<file path="config.mk">
export PLATFORM = sky130hd
export DESIGN_NAME = pll_reset_sequencer
export DESIGN_NICKNAME = d
export VERILOG_FILES = /design/src/rtl/pll_seq_pkg.sv /design/src/rtl/sync_2ff.sv /design/src/rtl/pll_reset_sequencer.sv
export SDC_FILE = /design/constraint.sdc
export NUM_CORES = 1
export LEC_CHECK = 0
export ABC_AREA = 0
export BUFFER_PORTS_ARGS = -buffer_cell sky130_fd_sc_hd__buf_2
export CAP_MARGIN = 10
export CORE_MARGIN = 5
export CORE_UTILIZATION = 30
export CTS_CLUSTER_SIZE = 10
export DETAILED_ROUTE_END_ITERATION = 16
export HOLD_SLACK_MARGIN = 0.05
export SYNTH_ARGS = -nofsm -noshare
export SYNTH_HDL_FRONTEND = slang
export SYNTH_HIERARCHICAL = 1
export SYNTH_SLANG_ARGS = --single-unit
</file>
<file path="constraint.sdc">
create_clock -name clk -period 2.1 [get_ports clk]
set_input_delay 0.105 -clock clk [delete_from_list [all_inputs] [get_ports clk]]
set_output_delay 0.105 -clock clk [all_outputs]
set_load 0.1 [all_outputs]
</file>
<file path="src/rtl/pll_seq_pkg.sv">
// Shared types and widths for the PLL power-up / relock reset sequencer.
package pll_seq_pkg;

   localparam int unsigned TIMER_W = 32;
   localparam int unsigned RETRY_W = 4;

   typedef enum logic [2:0] {
      RESET_PLL = 3'd0,
      WAIT_LOCK = 3'd1,
      STABLE    = 3'd2,
      RUN       = 3'd3,
      FAIL      = 3'd4
   } seq_state_t;

endpackage

</file>
<file path="src/rtl/sync_2ff.sv">
// Two-flop synchronizer for a single asynchronous status bit; resets to 0.
module sync_2ff (
   input  logic clk,
   input  logic rst_n,
   input  logic d,
   output logic q
);

   logic meta;

   always_ff @(posedge clk or negedge rst_n) begin
      if (!rst_n) begin
         meta <= 1'b0;
         q    <= 1'b0;
      end else begin
         meta <= d;
         q    <= meta;
      end
   end

endmodule

</file>
<file path="src/rtl/pll_reset_sequencer.sv">
// Sequences PLL areset / lock qualification and holds the downstream system
// reset until the PLL is usable; bounded retries, then parks in FAIL.
module pll_reset_sequencer
   import pll_seq_pkg::*;
#(
   parameter logic [31:0] AREST_CYC        = 32'd16,
   parameter logic [31:0] LOCK_TIMEOUT_CYC = 32'd50000,
   parameter logic [31:0] LOCK_STABLE_CYC  = 32'd1024,
   parameter logic [3:0]  MAX_RETRY        = 4'd3
) (
   input  logic               clk,
   input  logic               rst_n,
   input  logic               locked,
   input  logic               restart,
   output logic               pll_areset,
   output logic               sys_rst_n,
   output logic               ready,
   output logic               fail,
   output logic               lock_lost,
   output logic [RETRY_W-1:0] retry_cnt,
   output logic [2:0]         state
);

   logic               locked_s;
   seq_state_t         state_q;
   seq_state_t         state_d;
   logic [TIMER_W-1:0] timer;
   logic [TIMER_W-1:0] timer_d;
   logic [RETRY_W-1:0] retry_d;
   logic               lost_d;
   logic               attempt_fail;

   sync_2ff u_lock_sync (
      .clk   (clk),
      .rst_n (rst_n),
      .d     (locked),
      .q     (locked_s)
   );

   always_comb begin
      state_d      = state_q;
      retry_d      = retry_cnt;
      lost_d       = 1'b0;
      attempt_fail = 1'b0;

      if (restart) begin
         state_d = RESET_PLL;
         retry_d = '0;
      end else begin
         case (state_q)
            RESET_PLL: if (timer == AREST_CYC - 32'd1) state_d = WAIT_LOCK;
            WAIT_LOCK: begin
               if (locked_s)
                  state_d = (LOCK_STABLE_CYC <= 32'd1) ? RUN : STABLE;
               else if (timer == LOCK_TIMEOUT_CYC - 32'd1)
                  attempt_fail = 1'b1;
            end
            STABLE: begin
               if (!locked_s)
                  attempt_fail = 1'b1;
               else if (timer == LOCK_STABLE_CYC - 32'd1)
                  state_d = RUN;
            end
            RUN: begin
               if (!locked_s) begin
                  lost_d  = 1'b1;
                  retry_d = '0;
                  state_d = RESET_PLL;
               end
            end
            FAIL:    state_d = FAIL;
            default: state_d = RESET_PLL;
         endcase

         if (attempt_fail) begin
            if (retry_cnt < MAX_RETRY) begin
               retry_d = retry_cnt + 4'd1;
               state_d = RESET_PLL;
            end else begin
               state_d = FAIL;
            end
         end
      end

      // The WAIT_LOCK cycle that saw lock already counts as the first stable
      // cycle, so STABLE starts its count at 1.
      if (restart || (state_d != state_q))
         timer_d = (state_d == STABLE) ? 32'd1 : '0;
      else if ((state_q == RESET_PLL) || (state_q == WAIT_LOCK) || (state_q == STABLE))
         timer_d = timer + 32'd1;
      else
         timer_d = timer;
   end

   always_ff @(posedge clk or negedge rst_n) begin
      if (!rst_n) begin
         state_q    <= RESET_PLL;
         timer      <= '0;
         retry_cnt  <= '0;
         pll_areset <= 1'b1;
         sys_rst_n  <= 1'b0;
         ready      <= 1'b0;
         fail       <= 1'b0;
         lock_lost  <= 1'b0;
      end else begin
         state_q    <= state_d;
         timer      <= timer_d;
         retry_cnt  <= retry_d;
         pll_areset <= (state_d == RESET_PLL) || (state_d == FAIL);
         sys_rst_n  <= (state_d == RUN);
         ready      <= (state_d == RUN);
         fail       <= (state_d == FAIL);
         lock_lost  <= lost_d;
      end
   end

   assign state = state_q;

endmodule

</file>
==> results.json, run 1 <==
{
  "status": "finished with violations",
  "violations": "setup timing",
  "drive_gt1_share_pct": 34.7,
  "postSynthCellCount": 223,
  "grt_usage_pct": 11.6,
  "max_slew_margin_pct": 67.7,
  "slew_viol_final": 0,
  "diodes": 0,
  "dr.pass1.iters": 4,
  "required_ns": 2.30,
  "worstMarginPinSlew_ns": 0.488,
  "syn_to_final_growth_pct": 35.9,
  "register_area_sq_mm": 0.00113,
  "post-route-period-util_pct": 108,
  "drc": 0,
  "leakagePower_nw": 1.43,
  "worstPathMaxFanout": 3,
  "cp-start-kind": "register",
  "dieArea_sq_mm": 0.00929,
  "first_iter_violations": 49,
  "p_per_area_mw_per_mm2": 542,
  "start_util_pct": 30.9,
  "hold_path_class": "in2reg",
  "final_period_minus_worst_setup_slack_ns": 2.26,
  "ys_warn_count": 6,
  "syn-num-nets": 229,
  "reg2reg_slack_ns": -0.16,
  "synthTopCellsByArea": "dfrtp_1, xor2_1, nor2_1, nand3_1, xnor2_1",
  "cts_root_buffer": "clkbuf_8",
  "antenna_found_initial": 0,
  "die_h_um": 96.4,
  "fmax_ghz": 0.442,
  "coreArea_sq_mm": 0.00725,
  "path_cells": "nor4_2 > nand2_1 > nor3_2 > nand3_2 > a211oi_4 > mux2i_4 > buf_4 > and2b_2",
  "rr_startpoint": "timer[16]",
  "yosysUniqueCellTypes": 43,
  "rsz0062_at_grt": "true",
  "dp_hpwl_mm": 3.42,
  "crit_path_top_delay_cell": "dfrtp_1",
  "ir_worst_vdd_mv": 0.242,
  "max_cap_violations": 0,
  "viasPerCell": 4.60,
  "clock-sinks": 45,
  "grt_overflow_total": 0,
  "crit_start": "timer[16]",
  "dieWidth_um": 96.4,
  "netlist.area_leader.share_pct": 49.2,
  "layout.nets": 299,
  "grt_pass1_vias": 1873,
  "vias": 1807,
  "hold_slack_ns": 0.0746,
  "finalSetupTns_ns": -4.49,
  "synth_top_area_cell": "dfrtp_1",
  "cts_tree": "yes",
  "final-hold-violation-count": 0,
  "slowest_delay_ns": 0.41,
  "ioPinCount": 16,
  "fin_cells": 393,
  "cp_data_arrival_time_ns": 2.46,
  "synth_flop_cell": "dfrtp_1",
  "row_count": 31,
  "gp_congestion": 0.765,
  "cp-end-kind": "register",
  "async_flop_share_pct": 100,
  "avgSynthCellArea_sq_um": 10.0,
  "finalSetupViolCount": 32,
  "path_class": "reg2reg",
  "fin_ws_ns": -0.163,
  "multi_input_comb_area_sq_mm": 0.00113,
  "wirelength_mm": 4.85,
  "insertion_delay_ns": 0.30,
  "htreeDepth": 2,
  "route.antenna.remaining_nets": 0,
  "grt_max_degree": 27,
  "hp-start": "restart",
  "fin_worst_skew_ns": 0.00696,
  "yosysSeqAreaShare_pct": 50.3,
  "clockBufferDepth": 2,
  "ys_ff_latch": 45,
  "fillCellCount": 696,
  "grt_pass1_wl_mm": 8.38,
  "placed_cells": 377,
  "synth_area_sq_mm": 0.00224,
  "clk_pin_slew_ns": 0.09,
  "cts_made_buffers": 5,
  "synth_edf_count": 0,
  "io_buffers": 15,
  "wl_per_cell_um": 12.4
}
-- worst paths after layout --
check                                 to  cells past startpoint
min in group asynchronous       timer[2]                      2
max reg2reg                     timer[5]                      8
max                             timer[5]                      8
min reg2reg                u_lock_sync/q                      0
max in group asynchronous     pll_areset                      3
min                         retry_cnt[0]                      2
-- registers in the layout, summed over array words and instances (netlist names) --
name and flops:
timer 32, ready 1, lock_lost 1, retry_cnt 4
state 3, u_lock_sync/q 1, u_lock_sync/meta 1, fail 1
pll_areset 1
-- metrics by stage --
stage	setup slack (ns)	area (sq um)	total power [mW]	util, %
finish	-0.163	3040	1.65	42.0
global route	-0.316	3040	1.71	42.0
CTS	-0.163	3020	1.68	41.6
detailed placement	-0.334	2790	0.963	38.4
global placement	-0.296	2790	0.961	38.4
floorplan	-0.359	2280	0.926	-
-- cell type report --
| cell class | instances | area share, % |
|---|---|---|
| inverters | 1 | 0.123 |
| multi-input cells | 169 | 37.1 |
| repair buffers | 71 | 17.5 |
| clock inverters | 2 | 1.23 |
| well taps | 99 | 4.07 |
| clock buffers | 6 | 2.71 |
| flip-flops and latches | 45 | 37.2 |
-- where the power goes --
part	total, mW	leakage (nW)	internal [mW]	switching, mW
combinational	0.0797	0.759	0.0350	0.0447
clock	0.694	0.0574	0.387	0.307
sequential	0.878	0.613	0.872	0.00515
-- synth_stat cells, types with 5 or more instances --
| cell type | count |
|---|---|
| nor2_1 | 40 |
| dfrtp_1 | 44 |
| xor2_1 | 24 |
| nand2_1 | 15 |
| nor3_1 | 6 |
| nand3_1 | 15 |
| nor4_1 | 5 |
| nand4_1 | 9 |
| xnor2_1 | 8 |
-- worst max-delay path, delay by kind of cell, from the launching register on --
kind / cells / cell delay, ns
compound gates: 1 / 0.32
flops: 1 / 0.41
simple gates: 5 / 0.99
buf+inv: 1 / 0.14
mux: 1 / 0.29
-- layout by cell type, fill, tap and decap left out, types with 3 or more instances in the layout --
master,count
a21oi_1,3
and2_1,4
and3_1,4
and4_1,4
buf_2,15
buf_4,52
clkbuf_8,6
dfrtp_1,41
nand2_1,15
nand2b_1,4
nand3_1,15
nand4_1,9
nor2_1,39
nor3_1,5
nor4_2,3
xnor2_1,8
xor2_1,24
-- kinds of logic after synthesis --
group	count (synthesis)	synth area share, %
compound gates	12	3.97
xor+xnor	32	12.5
fa+ha+maj	2	1.12
buf+inv	9	2.79
flops	45	50.3
mux	2	1.06
simple gates	121	28.2
-- timing repair --
| item | in CTS | in global routing |
|---|---|---|
| hold endpoints to repair | 20 | 0 |
| pin swaps | 4 | 0 |
| endpoints found under the setup margin | 33 | 35 |
| resized for setup | 5 | 5 |
| gates cloned | 1 | 0 |
| setup buffers | 5 | 0 |
| hold buffers | 2 | 0 |
-- layer usage --
layer | share of wire (%) | track usage (%) | vias up
li1 | - | - | 905
met1 | 47 | 14.3 | 879
met2 | 48 | 20.1 | 18
met3 | 3.6 | 2.32 | 5
met4 | 1.6 | 4.21 | 0
met5 | 0 | 0 | -
Note: power is estimated with default switching activity, not from simulation.
==> run 2: changes to the inputs <==
CORE_UTILIZATION = 53   (was 30)
PLACE_DENSITY = 0.74   (was default)
==> results.json, run 2 (synthesized netlist as in run 1, its figures left out) <==
{
  "status": "finished with violations",
  "violations": "setup timing",
  "ioPinCount": 16,
  "viasPerCell": 5.33,
  "grt_usage_pct": 18.0,
  "fin_cells": 333,
  "p_per_area_mw_per_mm2": 528,
  "wl_per_cell_um": 13.3,
  "fin_ws_ns": -0.178,
  "cts_root_buffer": "clkbuf_8",
  "drive_gt1_share_pct": 33.2,
  "io_buffers": 15,
  "wl_met1_mm": 2.02,
  "grt_pass1_wl_mm": 7.62,
  "final-hold-violation-count": 0,
  "final_cell_mix": "dfrtp_1, buf_4, nor2_1",
  "critical_path.endpoint": "timer[16]",
  "r2r_end": "timer[16]",
  "dieArea_sq_mm": 0.00563,
  "ir_worst_vdd_mv": 0.392,
  "start_util_pct": 55.2,
  "final_core_util_pct": 70.8,
  "wirelength_mm": 4.42,
  "worstMarginPinSlew_ns": 0.955,
  "leakagePower_nw": 1.36,
  "crit_start": "timer[18]",
  "finalSetupViolCount": 32,
  "clockBufferDepth": 2,
  "slowest_delay_ns": 0.39,
  "route.antenna.remaining_nets": 0,
  "post-route-period-util_pct": 108,
  "max_cap_violations": 0,
  "dieWidth_um": 75.0,
  "cp-start-kind": "register",
  "drc": 0,
  "required_ns": 2.28,
  "row_count": 23,
  "crit_path_top_delay_cell": "dfrtp_1",
  "clock-sinks": 45,
  "grt_max_degree": 46,
  "reg2reg_slack_ns": -0.18,
  "fmax_ghz": 0.439,
  "insertion_delay_ns": 0.30,
  "highest_layer": "met4",
  "dp_hpwl_mm": 3.11,
  "final_period_minus_worst_setup_slack_ns": 2.28,
  "reg2reg_depth": 8,
  "path_class": "reg2reg",
  "diodes": 0,
  "grt_overflow_total": 0,
  "max_slew_margin_pct": 36.4,
  "met2WireLength_mm": 2.17,
  "vias": 1775,
  "slew_viol_final": 0,
  "cp_data_arrival_time_ns": 2.46,
  "worstPathMaxFanout": 30,
  "dr_wl_met3_um": 186,
  "top_register": "timer",
  "layout.nets": 288,
  "path_cells": "nor4_2 > nand2_1 > nor3_2 > nand3_2 > a211oi_4 > mux2i_4 > buf_12 > nor2_1",
  "first_iter_violations": 50,
  "rr_startpoint": "timer[18]",
  "rsz0062_at_grt": "true",
  "antenna_found_initial": 0,
  "p_total_mw": 1.52,
  "dr.pass1.iters": 4,
  "cts_made_buffers": 5,
  "gp_congestion": 0.767,
  "die_h_um": 75.0,
  "hold_path_class": "in2reg",
  "largest_reg_flops": 32,
  "coreArea_sq_mm": 0.00406,
  "cts_tree": "yes",
  "htreeDepth": 2,
  "placed_cells": 322,
  "fin_worst_skew_ns": 0.00643,
  "syn_to_final_growth_pct": 28.3,
  "grt_pass1_vias": 1724,
  "cp-end-kind": "register",
  "clk_pin_slew_ns": 0.08
}
[run 2: changes by cell type in the layout (fill, tap and decap cells not counted), sizes merged]
cell      delta
clkbuf       +1
clkinvlp     -1
bufinv       -1
buf         -11
clkinv       +1
[run 2: where the power goes]
| group | switching (mW) | leakage (nW) | internal, mW |
|---|---|---|---|
| sequential | 0.00579 | 0.613 | 0.873 |
| combinational | 0.0399 | 0.698 | 0.0239 |
| clock | 0.277 | 0.0542 | 0.297 |
[run 2: worst min path at each step]
stage | start | to | slack, ns | cells past startpoint
after detailed placement | locked | u_lock_sync/meta | 0.22 | 1
final | restart | retry_cnt[0] | 0.08 | 2
after global routing | restart | retry_cnt[0] | 0.08 | 2
after global placement | locked | u_lock_sync/meta | 0.21 | 1
after CTS | restart | retry_cnt[0] | 0.08 | 2
after floorplan | rst_n | fail | -0.19 | 0
[run 2: what timing repair did]
item / CTS / global route
hold endpoints to repair: 45 / 0
pin swaps: 0 / 2
endpoints found under the setup margin: 33 / 33
hold buffers: 2 / 0
resized for setup: 9 / 4
setup buffers: 0 / 1
[run 2: worst max-delay path, delay by kind of cell (launching register included)]
| kind | cells | cell delay [ns] |
|---|---|---|
| AND/OR/NAND/NOR | 5 | 0.92 |
| flip-flops | 1 | 0.39 |
| AO/OA/AOI/OAI | 1 | 0.32 |
| multiplexers | 1 | 0.32 |
| buffers and inverters | 1 | 0.21 |
[run 2: layout make-up]
class,instances,area (sq um)
multi-input combinational,169,1140
sequential,45,1130
clock inverter,1,5.00
fill,304,1180
timing repair buffer,60,434
clock buffer,7,96.3
inverter,1,3.75
tap,50,62.6
[run 2: through the flow]
stage | instance area, sq um | setup TNS [ns] | hold WS (ns) | setup WS, ns
3_5_place_dp | 2680 | -7.76 | 0.215 | -0.254
5_1_grt | 2870 | -9.87 | 0.0830 | -0.332
3_3_place_gp | 2680 | -6.80 | 0.213 | -0.221
6_report | 2870 | -5.30 | 0.0772 | -0.178
4_1_cts | 2850 | -4.06 | 0.0840 | -0.139
2_1_floorplan | 2280 | -10.22 | -0.191 | -0.359
[run 2: per-layer routing]
layer / vias to the layer above / GRT usage, %
met2: 27 / 29.6
met4: 0 / 5.34
li1: 884 / -
met1: 856 / 23.8
met3: 8 / 4.01
met5: - / 0
==> run 3: changes to the inputs <==
CORE_UTILIZATION = 44   (was 53)
PLACE_DENSITY = default   (was 0.74)
==> results.json, run 3 (synthesized netlist as in run 1, its figures left out) <==
{
  "slowest_delay_ns": 0.39,
  "viasPerCell": 4.99,
  "first_iter_violations": 79,
  "route.antenna.remaining_nets": 0,
  "final_core_util_pct": 60.0,
  "clock-sinks": 45,
  "dp_hpwl_mm": 3.37,
  "violations": "setup timing",
  "p_per_area_mw_per_mm2": 545,
  "cp-start-kind": "register",
  "cts_tree": "yes",
  "row_count": 26,
  "internal-power_mw": 1.29,
  "max_cap_violations": 0,
  "worstPathMaxFanout": 5,
  "fin_area_sq_mm": 0.00301,
  "dr.pass1.iters": 4,
  "wirelength_mm": 4.76,
  "ioPinCount": 16,
  "antenna_found_initial": 0,
  "top_register": "timer",
  "power.net_switching_mw": 0.344,
  "grt_pass1_wl_mm": 8.24,
  "final-hold-violation-count": 0,
  "rsz0062_at_grt": "true",
  "hold_path_class": "in2reg",
  "ir_worst_vdd_mv": 0.402,
  "placed_area_sq_mm": 0.00273,
  "grt_util_met3_pct": 3.33,
  "insertion_delay_ns": 0.30,
  "fin_ws_ns": -0.174,
  "final_period_minus_worst_setup_slack_ns": 2.27,
  "path_cells": "nor4_2 > nand2_1 > nor3_2 > nand3_2 > a211oi_4 > mux2i_4 > buf_12 > and2b_2",
  "io_buffers": 15,
  "worstMarginPinSlew_ns": 0.501,
  "grt_use_met2_pct": 26.9,
  "cp_data_arrival_time_ns": 2.47,
  "status": "finished with violations",
  "slew_viol_final": 0,
  "grt_overflow_total": 0,
  "drive_gt1_share_pct": 35.6,
  "grt_usage_pct": 16.1,
  "largest_reg_flops": 32,
  "dieArea_sq_mm": 0.00662,
  "die_h_um": 81.3,
  "coreArea_sq_mm": 0.00501,
  "grt_max_degree": 25,
  "clk_pin_slew_ns": 0.09,
  "post-route-period-util_pct": 108,
  "pwr-share-comb_pct": 4.8,
  "pwr-share-seq_pct": 53.6,
  "syn_to_final_growth_pct": 34.2,
  "fillCellCount": 456,
  "dieWidth_um": 81.3,
  "wl_per_cell_um": 13.3,
  "met1_usage_pct": 20.4,
  "cts_made_buffers": 5,
  "max_slew_margin_pct": 66.3,
  "clkPwrFrac_pct": 41.5,
  "final_common_cell": "buf_4",
  "cts_root_buffer": "clkbuf_8",
  "htreeDepth": 2,
  "diodes": 0,
  "required_ns": 2.30,
  "leakagePower_nw": 1.41,
  "fmax_ghz": 0.440,
  "cp-end-kind": "register",
  "grt_pass1_vias": 1848,
  "top_usage_layer": "met2",
  "clockBufferDepth": 2,
  "hold_slack_ns": 0.0865,
  "start_util_pct": 44.7,
  "vias": 1793,
  "gp_congestion": 0.832,
  "switching_share_pct": 21.0,
  "path_class": "reg2reg",
  "fin_worst_skew_ns": 0.00968,
  "layout.nets": 294,
  "finalSetupViolCount": 32,
  "drc": 0,
  "final_cell_mix": "buf_4, dfrtp_1, nor2_1",
  "crit_path_top_delay_cell": "dfrtp_1"
}
## run 3: layout make-up
class / count / area (sq um) / share of cell area (%)
repair buffers: 66 / 515 / 17.2
multi-input cells: 169 / 1140 / 38.1
well taps: 70 / 87.6 / 2.91
clock inverters: 2 / 37.5 / 1.25
flip-flops and latches: 45 / 1130 / 37.7
clock buffers: 6 / 82.6 / 2.75
inverters: 1 / 3.75 / 0.125
## run 3: path summary, 6_finish.rpt
check | start | cells after the start | slack, ns | endpoint
min in group asynchronous | rst_n | 2 | 0.28 | timer[3]
hold reg to reg | u_lock_sync/meta | 0 | 0.36 | u_lock_sync/q
setup reg to reg | timer[19] | 8 | -0.17 | timer[5]
max in group asynchronous | rst_n | 3 | 1.13 | timer[29]
hold / removal | restart | 2 | 0.09 | retry_cnt[0]
setup / recovery | timer[19] | 8 | -0.17 | timer[5]
## run 3: routing by layer
metal | part of all wire (%) | up-vias
li1 | - | 891
met1 | 46 | 872
met2 | 49 | 24
met3 | 3.7 | 6
met4 | 1.2 | 0
met5 | 0 | -
## run 3: timing repair
| item | in CTS | in global routing |
|---|---|---|
| hold buffers | 2 | 0 |
| resized for setup | 7 | 11 |
| pin swaps | 7 | 4 |
| setup buffers | 2 | 2 |
| endpoints found under the hold margin | 21 | 0 |
| cloned | 1 | 0 |
| setup endpoints to repair | 33 | 36 |
## run 3: power groups by stage
stage | logic (mW) | registers, mW | clock network [mW]
global route | 0.0896 | 0.880 | 0.729
floorplan | 0.0300 | 0.896 | 0
global placement | 0.0628 | 0.896 | 0
detailed placement | 0.0642 | 0.896 | 0
finish | 0.0793 | 0.879 | 0.680
CTS | 0.0792 | 0.879 | 0.709
## run 3: metrics by stage
step	setup WS, ns	total power [mW]	instances	TNS, ns
after CTS	-0.207	1.67	359	-5.94
after detailed placement	-0.244	0.960	346	-7.38
after floorplan	-0.359	0.926	223	-10.22
after global placement	-0.183	0.958	346	-5.48
after global routing	-0.320	1.70	359	-9.91
final	-0.174	1.64	359	-4.85
## run 3: worst max-delay path, delay by kind of cell, from the launching register on
kind / cells / cell delay (ns)
flops: 1 / 0.39
compound gates: 1 / 0.30
simple gates: 5 / 1.04
mux: 1 / 0.30
buf+inv: 1 / 0.15
